$ cat src/rtl/home_auto_pkg.sv
// rtl/home_auto_pkg.sv - shared constants, types and helpers for the home event arbiter
//   Source indices FD..COOL (bit positions in pending and the one-hot actuator vector),
//   display codes, FSM state enum, temperature threshold defaults, and the
//   mapping between source indices and round-robin positions.
package home_auto_pkg;

  localparam logic [2:0] FD   = 3'd0;
  localparam logic [2:0] RD   = 3'd1;
  localparam logic [2:0] FIRE = 3'd2;
  localparam logic [2:0] WIN  = 3'd3;
  localparam logic [2:0] HEAT = 3'd4;
  localparam logic [2:0] COOL = 3'd5;

  localparam logic [2:0] DISP_IDLE   = 3'd0;
  localparam logic [2:0] DISP_FDOOR  = 3'd1;
  localparam logic [2:0] DISP_RDOOR  = 3'd2;
  localparam logic [2:0] DISP_FIRE   = 3'd3;
  localparam logic [2:0] DISP_WINDOW = 3'd4;
  localparam logic [2:0] DISP_HEATER = 3'd5;
  localparam logic [2:0] DISP_COOLER = 3'd6;

  localparam int unsigned T_LOW_DEFAULT  = 50;
  localparam int unsigned T_HIGH_DEFAULT = 70;

  // Number of sources sharing the round-robin (everything except fire).
  localparam int unsigned RR_N = 5;

  typedef enum logic [1:0] {
    IDLE  = 2'd0,
    SERVE = 2'd1,
    GAP   = 2'd2
  } state_t;

  // Round-robin position order is fd, rd, win, heat, cool.
  function automatic logic [2:0] rr_to_src(input logic [2:0] pos);
    case (pos)
      3'd0:    rr_to_src = FD;
      3'd1:    rr_to_src = RD;
      3'd2:    rr_to_src = WIN;
      3'd3:    rr_to_src = HEAT;
      default: rr_to_src = COOL;
    endcase
  endfunction

  function automatic logic [2:0] src_to_rr(input logic [2:0] src);
    case (src)
      FD:      src_to_rr = 3'd0;
      RD:      src_to_rr = 3'd1;
      WIN:     src_to_rr = 3'd2;
      HEAT:    src_to_rr = 3'd3;
      default: src_to_rr = 3'd4;
    endcase
  endfunction

  function automatic logic [2:0] disp_code(input logic [2:0] src);
    case (src)
      FD:      disp_code = DISP_FDOOR;
      RD:      disp_code = DISP_RDOOR;
      FIRE:    disp_code = DISP_FIRE;
      WIN:     disp_code = DISP_WINDOW;
      HEAT:    disp_code = DISP_HEATER;
      COOL:    disp_code = DISP_COOLER;
      default: disp_code = DISP_IDLE;
    endcase
  endfunction

endpackage

$ cat src/rtl/home_event_arbiter_rr_pick5.sv
// rtl/home_event_arbiter_rr_pick5.sv - combinational round-robin picker over the five non-fire sources
//   pend  in  5  pending bits in round-robin position order (fd, rd, win, heat, cool)
//   ptr   in  3  position of the most recently served source
//   idx   out 3  position of the first pending source strictly after ptr (ptr itself last)
//   valid out 1  any bit of pend set
module rr_pick5
  import home_auto_pkg::*;
(
  input  logic [4:0] pend,
  input  logic [2:0] ptr,
  output logic [2:0] idx,
  output logic       valid
);

  logic [2:0] pos;

  always_comb begin
    idx   = 3'd0;
    valid = 1'b0;
    pos   = ptr;
    for (int i = 0; i < int'(RR_N); i++) begin
      pos = (pos == 3'(RR_N - 1)) ? 3'd0 : pos + 3'd1;
      if (!valid && pend[pos]) begin
        valid = 1'b1;
        idx   = pos;
      end
    end
  end

endmodule

$ cat src/rtl/home_event_arbiter.sv
// rtl/home_event_arbiter.sv - demand-driven arbiter sharing one actuator/display path among six home event sources
//   Clk, Rst (sync, active-high)
//   SFD, SRD, SW, SFA   level sensor inputs; ST 7-bit unsigned temperature; Ack ends a grant early
//   fdoor, rdoor, alarmbuzz, winbuzz, heater, cooler   registered one-hot-or-zero actuator drives
//   display (3)  code of the granted source, 0 when idle
//   pending (6)  sticky requests {cool, heat, win, fire, rd, fd} from bit 5 down to bit 0
//   busy         high while a grant is being served
//   Build option FIRE_LATCH_EN: fire grant holds until Ack and its pending bit clears only via Ack.
module home_event_arbiter
  import home_auto_pkg::*;
#(
  parameter int unsigned HOLD_CYCLES = 8,
  parameter int unsigned T_LOW       = T_LOW_DEFAULT,
  parameter int unsigned T_HIGH      = T_HIGH_DEFAULT
) (
  input  logic       Clk,
  input  logic       Rst,
  input  logic       SFD,
  input  logic       SRD,
  input  logic       SW,
  input  logic       SFA,
  input  logic [6:0] ST,
  input  logic       Ack,
  output logic       fdoor,
  output logic       rdoor,
  output logic       alarmbuzz,
  output logic       winbuzz,
  output logic       heater,
  output logic       cooler,
  output logic [2:0] display,
  output logic [5:0] pending,
  output logic       busy
);

  localparam logic [7:0] HOLD_M1  = 8'(HOLD_CYCLES - 1);
  localparam logic [6:0] T_LOW_V  = 7'(T_LOW);
  localparam logic [6:0] T_HIGH_V = 7'(T_HIGH);

  state_t     state_q, state_d;
  logic [7:0] cnt_q, cnt_d;
  logic [2:0] ptr_q, ptr_d;       // round-robin position of the last completed non-fire grant
  logic [2:0] cur_q, cur_d;       // source index currently granted
  logic [5:0] pending_q, pending_d;
  logic [5:0] act_q, act_d;
  logic [2:0] disp_q, disp_d;

  logic [5:0] req;
  logic [5:0] clr;
  logic       done;
  logic [4:0] rr_pend;
  logic [2:0] pick_idx;
  logic       pick_valid;

  assign req = {(ST > T_HIGH_V), (ST < T_LOW_V), SW, SFA, SRD, SFD};

  assign rr_pend = {pending_q[COOL], pending_q[HEAT], pending_q[WIN],
                    pending_q[RD], pending_q[FD]};

  rr_pick5 u_rr_pick5 (
    .pend  (rr_pend),
    .ptr   (ptr_q),
    .idx   (pick_idx),
    .valid (pick_valid)
  );

  // State register
  always_ff @(posedge Clk) begin
    if (Rst) begin
      state_q   <= IDLE;
      cnt_q     <= 8'd0;
      ptr_q     <= 3'd0;
      cur_q     <= FD;
      pending_q <= 6'd0;
      act_q     <= 6'd0;
      disp_q    <= DISP_IDLE;
    end else begin
      state_q   <= state_d;
      cnt_q     <= cnt_d;
      ptr_q     <= ptr_d;
      cur_q     <= cur_d;
      pending_q <= pending_d;
      act_q     <= act_d;
      disp_q    <= disp_d;
    end
  end

  // Next-state logic
  always_comb begin
    state_d = state_q;
    cnt_d   = cnt_q;
    ptr_d   = ptr_q;
    cur_d   = cur_q;
    clr     = 6'd0;
    done    = 1'b0;
    case (state_q)
      IDLE: begin
        if (pending_q[FIRE]) begin
          state_d = SERVE;
          cnt_d   = HOLD_M1;
          cur_d   = FIRE;
        end else if (pick_valid) begin
          state_d = SERVE;
          cnt_d   = HOLD_M1;
          cur_d   = rr_to_src(pick_idx);
        end
      end
      SERVE: begin
        done = Ack || (cnt_q == 8'd0);
`ifdef FIRE_LATCH_EN
        if (cur_q == FIRE) begin
          done = Ack;
        end
`endif
        // A grant that is ending on this edge completes normally even if fire
        // has just become pending; fire is then picked up from IDLE.
        if (done) begin
          clr[cur_q] = 1'b1;
          if (cur_q != FIRE) begin
            ptr_d = src_to_rr(cur_q);
          end
          state_d = GAP;
        end else if (pending_q[FIRE] && (cur_q != FIRE)) begin
          cur_d = FIRE;
          cnt_d = HOLD_M1;
        end else if (cnt_q != 8'd0) begin
          cnt_d = cnt_q - 8'd1;
        end
      end
      GAP: begin
        state_d = IDLE;
      end
      default: begin
        state_d = IDLE;
      end
    endcase
    // New requests win over a clear on the same edge.
    pending_d = (pending_q & ~clr) | req;
  end

  // Output logic, registered alongside the state
  always_comb begin
    act_d  = 6'd0;
    disp_d = DISP_IDLE;
    if (state_d == SERVE) begin
      act_d[cur_d] = 1'b1;
      disp_d       = disp_code(cur_d);
    end
  end

  assign fdoor     = act_q[FD];
  assign rdoor     = act_q[RD];
  assign alarmbuzz = act_q[FIRE];
  assign winbuzz   = act_q[WIN];
  assign heater    = act_q[HEAT];
  assign cooler    = act_q[COOL];
  assign display   = disp_q;
  assign pending   = pending_q;
  assign busy      = (state_q == SERVE);

endmodule
$ cat config.mk
export PLATFORM = sky130hd
export DESIGN_NAME = home_event_arbiter
export DESIGN_NICKNAME = d
export VERILOG_FILES = /design/src/rtl/home_auto_pkg.sv /design/src/rtl/home_event_arbiter_rr_pick5.sv /design/src/rtl/home_event_arbiter.sv
export SDC_FILE = /design/constraint.sdc
export NUM_CORES = 1
export LEC_CHECK = 0
export CORE_ASPECT_RATIO = 1.25
export CORE_MARGIN = 3
export CORE_UTILIZATION = 50
export CTS_CLUSTER_SIZE = 16
export DETAILED_ROUTE_END_ITERATION = 6
export HOLD_SLACK_MARGIN = 0.06
export PLACE_DENSITY_LB_ADDON = 0.3
export SYNTH_ARGS = -nofsm -noshare
export SYNTH_HDL_FRONTEND = slang
export SYNTH_HIERARCHICAL = 1
export SYNTH_SLANG_ARGS = --single-unit
$ cat constraint.sdc
create_clock -name Clk -period 5.66 [get_ports Clk]
set_clock_uncertainty 0.1 [all_clocks]
set_input_delay 1.132 -clock Clk [delete_from_list [all_inputs] [get_ports Clk]]
set_output_delay 1.132 -clock Clk [all_outputs]
set_load 0.01 [all_outputs]
==> impl_metrics.yaml, run 1 <==
run_status:
  outcome: "complete, no violations"
global_route:
  grt_max_degree: 20
  grt_pass1_wl_um: 10200
  globalRouteTotalUtil: 0.226
  grt_pass1_vias: 2227
  grt_antenna_before_repair: 0
  grt_overflow: 0
synthesis:
  synthFlopType: "dfxtp_1"
  yosysWarnings: 6
  ys_seq_elements: 31
  synth.distinct_cells: 70
  synthCells: 300
  yosysTopAreaCell: "dfxtp_1"
  yosysSeqAreaShare: 0.255
  synthArstFlopShare: 0
  yosys-top-cells-count: "34 x nor2_1, 31 x dfxtp_1, 21 x a21oi_1"
  syn_area_mm2: 0.00243
  synth.most_common_cell: "nor2_1"
  synth_nets: 323
  synth_top_area_share: 0.255
  synth_edf_count: 0
  synth_area_leaders: "dfxtp_1 26%, nor2_1 5.3%, ha_1 4.6%"
  synth_area_per_cell_um2: 8.10
cts:
  ctsHtreeMaxLevel: 2
  cts_tree: "built"
  insertion_delay_ps: 290
  cts_hold_buf: 0
  clockBufferDepth: 2
  clock-sinks: 31
  numCtsBuffers: 5
  cts_root_buf: "clkbuf_8"
  path_clk_slew_ps: 70
sta:
  rsz0062_at_grt: "false"
  tns_ps: 0
  worst_pin_slew_ps: 942
  hold_viol: 0
  max-slew-margin-rel: 0.368
  whs_ps: 409
  slew_viol_final: 0
  period_share: 0.934
  setup_viol: 0
  max_freq_mhz: 189
  fin_crit_ps: 5290
critical_path:
  cpLargestDelayFamily: "compound AO/OA/AOI/OAI gates"
  startpoint: "ptr_q[1]"
  crit_buf_inv: 2
  reg2reg_from: "ptr_q[1]"
  cp.required_ps: 5780
  path_cells: "inv_1 > ha_1 > a21oi_1 > inv_1 > ha_1 > o21ai_0 > a22oi_2 > ha_1 > a2111oi_0 > a311oi_1 > a21oi_1 > mux2_2 > o2bb2ai_1 > a211o_1 > nor3_1 > or2_2 > a21o_1 > or3_4 > o22ai_1"
  timing.critical_path.slowest_cell_delay_ps: 790
  start_kind: "flop"
  worstPathArrival_ps: 5410
  path_max_fanout: 7
  cp-end-kind: "flop"
  path_class: "flop to flop"
  crit_top_cell: "ha_1"
  critPathSlowestCell: "a311oi_1"
routing:
  wl_per_cell_um: 15.6
  finalWirelength_um: 6040
  remaining_drc_errors: 0
  vias_per_cell: 6.06
  ant_nets: 0
  drt_iter0_drc: 218
  first_pass_iters: 6
  vias: 2353
cells_and_area:
  fillers: 420
  antenna_cells: 0
  fin_nets: 352
  multi_input_area_mm2: 0.00169
  drive_gt1_frac: 0.127
  register_area_um2: 621
  synthToLayoutAreaGrowth_pct: 18.6
run:
  max-cap-violations: 0
floorplanning:
  die-area_mm2: 0.00574
  rows: 27
  die_h_um: 83.9
  fp.coreArea_mm2: 0.00456
  initial_core_util: 0.533
  io_pins: 30
  die_w_um: 68.4
pwr:
  power.density_mw_per_mm2: 480
  ir_worst_vdd_v: 0.000279
  leakage_nw: 1.12
placement:
  port_buffers: 29
  gp_congestion: 0.895
  hpwl_um: 4600
min_path:
  worstHoldStart: "cnt_q[0]"
  worst_hold_path_type: "flop to flop"
==> flip-flops by register name (all words and copies together) (netlist names) <==
| name | cells |
|---|---|
| act_q | 6 |
| cnt_q | 8 |
| cur_q | 3 |
| display | 3 |
| pending | 6 |
| ptr_q | 3 |
| state_q | 2 |
==> cell families (layout without fill, tap and decap cells) <==
group,after synthesis,in the layout,share of synthesized area
fa+ha+maj,9,9,0.0463
simple gates,117,117,0.267
xor+xnor,7,7,0.0252
mux,12,12,0.0638
buf+inv,27,57,0.0499
flops,31,31,0.255
compound gates,97,97,0.292
==> per-stage QoR <==
step | total power, mW | util | worst slack (ps) | std cells | cell area, um2
6_report | 1.39 | 0.632 | 371 | 388 | 2880
5_1_grt | 1.49 | 0.632 | 7.67 | 388 | 2880
4_1_cts | 1.38 | 0.629 | 197 | 386 | 2870
3_5_place_dp | 1.14 | 0.603 | 257 | 378 | 2750
3_3_place_gp | 1.12 | 0.603 | 441 | 378 | 2750
2_1_floorplan | 0.955 | - | 573 | 300 | 2430
==> layer usage <==
metal / wire length (um) / track usage / vias to the layer above
met5: 0 / 0 / -
met4: 172 / 0.105 / 0
met3: 308 / 0.0404 / 18
met2: 3010 / 0.375 / 79
met1: 2550 / 0.272 / 1072
li1: - / - / 1184
==> cell usage in the layout (no fill, tap or decap), types with 6 or more instances in the layout <==
cell type / instances
ha_1: 9
xnor2_1: 6
clkbuf_8: 6
clkdlybuf4s50_1: 29
nor3_1: 10
nor2b_1: 7
inv_1: 15
nand2b_1: 8
or3_1: 7
nand2_1: 15
dfxtp_1: 31
a21oi_1: 21
o21ai_0: 14
nor2_1: 34
==> report_power, final <==
| part | switching (mW) | internal, mW |
|---|---|---|
| logic | 0.439 | 0.369 |
| registers | 0.0749 | 0.278 |
| clock network | 0.0831 | 0.142 |
==> area by class of cell <==
class / instances / area share
tap: 58 / 0.0252
timing repair buffer: 34 / 0.114
clock inverter: 2 / 0.0122
inverter: 15 / 0.0195
clock buffer: 6 / 0.0286
multi-input combinational: 242 / 0.586
sequential: 31 / 0.215
==> path summary, 6_finish.rpt <==
path,endpoint,slack (ps),cells after the start
worst max-delay path,display[1],370,19
worst min-delay path,cnt_q[0],410,1
worst max register to register,display[1],370,19
worst min register to register,cnt_q[0],410,1
==> timing repair <==
item | 4_1_cts | 5_1_grt
resized for setup | 0 | 1
setup buffers | 0 | 2
hold endpoints to repair | 0 | 0
setup endpoints to repair | 0 | 10
(Power assumes the default switching activity.)
==> run 2: changes to the inputs <==
CORE_MARGIN = unset   (was 3)
==> run 2 against run 1 <==
Effect of this change: wire length shrank 5.5%; fmax grew 2.1%; utilization shrank 2.7 points; non-clock buffer count shrank 3; largest cell class unchanged; hold slack lost 30 ps.
==> impl_metrics.yaml, run 2 (synthesis results as in run 1) <==
cells_and_area:
  register_area_um2: 622
  drive_gt1_frac: 0.128
  synthToLayoutAreaGrowth_pct: 16.9
  fin_nets: 349
  mostFrequentLayoutCell: "nor2_1"
  largest_register_ffs: 8
  fillers: 428
  multi_input_area_mm2: 0.00170
  largest-register: "cnt_q"
  final_cell_mix: "34 x nor2_1, 30 x dfxtp_1, 29 x clkdlybuf4s50_1, 21 x a21oi_1"
  antenna_cells: 0
  finalNonFillerCells: 387
global_route:
  globalRouteTotalUtil: 0.236
  grt_pass1_vias: 2197
  grt_antenna_before_repair: 0
  grt_max_degree: 20
  grt_overflow: 0
  grt_pass1_wl_um: 9510
routing:
  ant_nets: 0
  vias_per_cell: 6.05
  drt_iter0_drc: 108
  vias: 2342
  first_pass_iters: 4
  remaining_drc_errors: 0
  wl_per_cell_um: 14.7
  finalWirelength_um: 5710
floorplanning:
  initial_core_util: 0.518
  rows: 28
  io_pins: 30
  fp.coreArea_mm2: 0.00469
  die_h_um: 79.9
  die-area_mm2: 0.00514
  die_w_um: 64.4
sta:
  period_share: 0.915
  max_freq_mhz: 193
  worst_pin_slew_ps: 947
  tns_ps: 0
  rsz0062_at_grt: "false"
  max-slew-margin-rel: 0.369
  slew_viol_final: 0
  fin_crit_ps: 5180
  hold_viol: 0
  setup_viol: 0
critical_path:
  path_class: "flop to flop"
  cp-end-kind: "flop"
  cp.required_ps: 5770
  start_kind: "flop"
  path_max_fanout: 11
  worstPathArrival_ps: 5290
cts:
  clockBufferDepth: 2
  path_clk_slew_ps: 60
  insertion_delay_ps: 280
  clock-sinks: 31
  cts_root_buf: "clkbuf_8"
  ctsHtreeMaxLevel: 2
  cts_tree: "built"
  numCtsBuffers: 5
run_status:
  outcome: "complete, no violations"
placement:
  gp_congestion: 0.833
  port_buffers: 29
  placed_cells: 379
  hpwl_um: 4370
pwr:
  switching_power_mw: 0.576
  leakage_nw: 1.09
  ir_worst_vdd_v: 0.000326
  switching_share: 0.442
  clkPwrFrac: 0.125
  p_int_mw: 0.727
  comb_power_share: 0.603
  pwr-share-seq: 0.273
  power.density_mw_per_mm2: 459
run:
  max-cap-violations: 0
min_path:
  worst_hold_path_type: "flop to flop"
## run 2: path summary, 6_finish.rpt
check,start,endpoint,slack [ps],cells after the start
setup / recovery,ptr_q[0],display[2],480,20
hold / removal,cnt_q[0],cnt_q[0],380,1
setup reg to reg,ptr_q[0],display[2],480,20
hold reg to reg,cnt_q[0],cnt_q[0],380,1
## run 2: worst max-delay path: stages (launching register included)
cell and delay, ps:
dfxtp_2 440, inv_1 100, ha_1 380, inv_1 140, ha_1 220, o21ai_0 120, a22oi_2 160, ha_1 220
or3b_2 460, nor3_2 240, nor3_2 140, mux4_2 450, nand2_1 130, and2_1 200, inv_1 70, o311ai_1 420
nor4bb_1 380, o21a_1 150, a311o_1 250, nand2_1 150, o22ai_1 170
## run 2: routing by layer
metal  GRT usage  vias up  wire (um)
li1            -     1171          -
met1       0.257     1090       2360
met2       0.436       68       2930
met3      0.0286       13        272
met4       0.127        0        151
met5           0        -          0
## run 2: layout make-up
type,instances,area share
inverter,15,0.0198
tap,60,0.0264
clock inverter,3,0.00529
timing repair buffer,31,0.107
multi-input combinational,242,0.598
sequential,31,0.219
clock buffer,5,0.0242
## run 2: power by group through the flow
stage	Sequential [mW]	Clock, mW	Combinational (mW)
finish	0.355	0.163	0.785
global route	0.366	0.177	0.867
CTS	0.354	0.169	0.780
detailed placement	0.359	0	0.773
global placement	0.358	0	0.765
floorplan	0.327	0	0.628
## run 2: timing repair
| item | in CTS | in global routing |
|---|---|---|
| hold buffers | 0 | 0 |
| gates resized for setup | 0 | 4 |
| endpoints found under the setup margin | 0 | 19 |
| buffers inserted | 0 | 0 |
| endpoints found under the hold margin | 0 | 0 |
## run 2: through the flow
stage / worst slack, ps / power, mW / hold WS, ps / utilization / area [um2]
floorplan: 573 / 0.955 / 353 / - / 2430
global placement: 188 / 1.12 / 372 / 0.585 / 2750
detailed placement: 96.2 / 1.13 / 368 / 0.585 / 2750
CTS: 62.0 / 1.30 / 380 / 0.603 / 2830
global route: 49.5 / 1.41 / 436 / 0.605 / 2840
finish: 482 / 1.30 / 379 / 0.605 / 2840
==> run 3: changes to the inputs <==
CELL_PAD_IN_SITES_DETAIL_PLACEMENT = 1   (was unset)
CELL_PAD_IN_SITES_GLOBAL_PLACEMENT = 1   (was unset)
CORE_UTILIZATION = 42   (was 50)
==> run 3 against run 2 <==
Effect of this change: total power up 5.4%; sequential cell count unchanged; sequential power about the same; via count grew 2.3%; sequential share of layout area fell by 0.44 points.
==> impl_metrics.yaml, run 3 (synthesis results as in run 1) <==
run_status:
  outcome: "complete, no violations"
cells_and_area:
  drive_gt1_frac: 0.139
  fin_nets: 353
  synthToLayoutAreaGrowth_pct: 19.3
  antenna_cells: 0
  largest-register: "cnt_q"
  largest_register_ffs: 8
  final_cell_mix: "34 x nor2_1, 30 x dfxtp_1, 29 x clkdlybuf4s50_1, 21 x a21oi_1"
  mostFrequentLayoutCell: "nor2_1"
  fillers: 672
placement:
  hpwl_um: 5340
  dp_slack_ps: 136
  gp_congestion: 0.850
  port_buffers: 29
routing:
  drt_iter0_drc: 97
  wl_per_cell_um: 17.7
  vias_per_cell: 6.07
  finalWirelength_um: 6990
  ant_nets: 0
  remaining_drc_errors: 0
  first_pass_iters: 4
  vias: 2396
sta:
  setup_viol: 0
  tns_ps: 0
  max-slew-margin-rel: 0.340
  worst_pin_slew_ps: 990
  setup_slack_ps: 390
  max_freq_mhz: 190
  whs_ps: 397
  rsz0062_at_grt: "false"
  period_share: 0.931
  slew_viol_final: 0
  fin_crit_ps: 5270
  hold_viol: 0
critical_path:
  r2r-end: "display[2]"
  cpLargestDelayFamily: "simple AND/OR/NAND/NOR gates"
  crit_top_cell: "ha_1"
  path_cells: "inv_1 > ha_1 > inv_1 > ha_1 > o21ai_0 > a22oi_2 > ha_1 > or3b_2 > nor3_1 > nor3_2 > mux4_2 > nand2_1 > and2_1 > a21bo_1 > a211o_1 > nor4bb_1 > o21a_1 > a311o_1 > nand2_1 > o22ai_1"
  cp-end-kind: "flop"
  crit_buf_inv: 2
  start_kind: "flop"
  worstPathArrival_ps: 5320
  path_max_fanout: 11
  timing.critical_path.slowest_cell_delay_ps: 450
  critPathSlowestCell: "dfxtp_2"
  cp_num_cells: 20
  r2r_slack_ps: 390
  path_class: "flop to flop"
  cp.required_ps: 5710
  reg2reg_from: "ptr_q[0]"
  worstRegToRegCells: 20
pwr:
  power.density_mw_per_mm2: 474
  fin_total_pwr_mw: 1.37
  ir_worst_vdd_v: 0.000290
  switching_share: 0.447
  p_int_mw: 0.760
  leakage_nw: 1.12
  switching_power_mw: 0.613
  pwr-share-seq: 0.261
  comb_power_share: 0.601
  clkPwrFrac: 0.138
floorplanning:
  rows: 30
  die_w_um: 70.0
  die-area_mm2: 0.00610
  die_h_um: 87.0
  initial_core_util: 0.440
  io_pins: 30
  fp.coreArea_mm2: 0.00552
min_path:
  worst_hold_path_type: "flop to flop"
  hold_path_depth: 1
  worstHoldStart: "cnt_q[0]"
  holdPathEnd: "cnt_q[0]"
cts:
  path_clk_slew_ps: 60
  clockBufferDepth: 2
  postCtsSetupBuffers: 0
  cts_root_buf: "clkbuf_8"
  numCtsBuffers: 5
  cts_tree: "built"
  clock-sinks: 31
  insertion_delay_ps: 280
  ctsHtreeMaxLevel: 2
  cts_hold_buf: 0
global_route:
  globalRouteTotalUtil: 0.239
  grt_overflow: 0
  grt_max_degree: 20
  grt_pass1_wl_um: 11800
  grt_pass1_vias: 2444
  grt_antenna_before_repair: 0
run:
  max-cap-violations: 0
==> run 3: cell types whose count changed in the layout (fill, tap and decap cells not counted), sizes merged <==
cell    change
buf         +4
clkbuf      +3
clkinv      -3
==> run 3: per-layer routing <==
metal,vias to the layer above,wire length (um),track usage
met5,-,0,0
met3,11,110,0.0220
met1,1174,2930,0.272
met2,35,3780,0.461
li1,1176,-,-
met4,0,167,0.0891
==> run 3: worst reg2reg max path: stages, from the launching register on <==
cell,delay [ps]
dfxtp_2,450
inv_1,100
ha_1,380
inv_1,130
ha_1,230
o21ai_0,130
a22oi_2,160
ha_1,210
or3b_2,450
nor3_1,330
nor3_2,140
mux4_2,440
nand2_1,110
and2_1,200
a21bo_1,220
a211o_1,340
nor4bb_1,160
o21a_1,180
a311o_1,370
nand2_1,190
o22ai_1,120
==> run 3: power by group through the flow <==
stage | Clock [mW] | Sequential, mW | Combinational [mW]
detailed placement | 0 | 0.362 | 0.808
global placement | 0 | 0.359 | 0.789
floorplan | 0 | 0.327 | 0.628
global route | 0.200 | 0.369 | 0.914
finish | 0.190 | 0.358 | 0.825
CTS | 0.193 | 0.357 | 0.820
==> run 3: repair_timing <==
action | 4_1_cts | 5_1_grt
setup endpoints to repair | 0 | 18
resized for setup | 0 | 5
endpoints found under the hold margin | 0 | 0
==> run 3: area by class of cell <==
class                      count  area [um2]  area share
multi-input combinational    242        1710       0.588
sequential                    31         622       0.215
timing repair buffer          35         335       0.116
clock buffer                   8         100      0.0345
tap                           64        80.1      0.0276
inverter                      15        56.3      0.0194
==> run 3: worst max-delay path by stage <==
| stage | end | start | slack, ps |
|---|---|---|---|
| 2_1_floorplan | display[1] | ptr_q[0] | 570 |
| 3_3_place_gp | display[2] | ptr_q[0] | 340 |
| 3_5_place_dp | display[2] | ptr_q[0] | 140 |
| 4_1_cts | display[2] | ptr_q[0] | 80 |
| 5_1_grt | display[2] | ptr_q[0] | 30 |
| 6_report | display[2] | ptr_q[0] | 390 |
==> run 3: stage by stage <==
| stage | utilization | cells | area [um2] |
|---|---|---|---|
| 2_1_floorplan | - | 300 | 2430 |
| 3_3_place_gp | 0.504 | 387 | 2780 |
| 3_5_place_dp | 0.504 | 387 | 2780 |
| 4_1_cts | 0.522 | 395 | 2880 |
| 5_1_grt | 0.525 | 395 | 2900 |
| 6_report | 0.525 | 395 | 2900 |
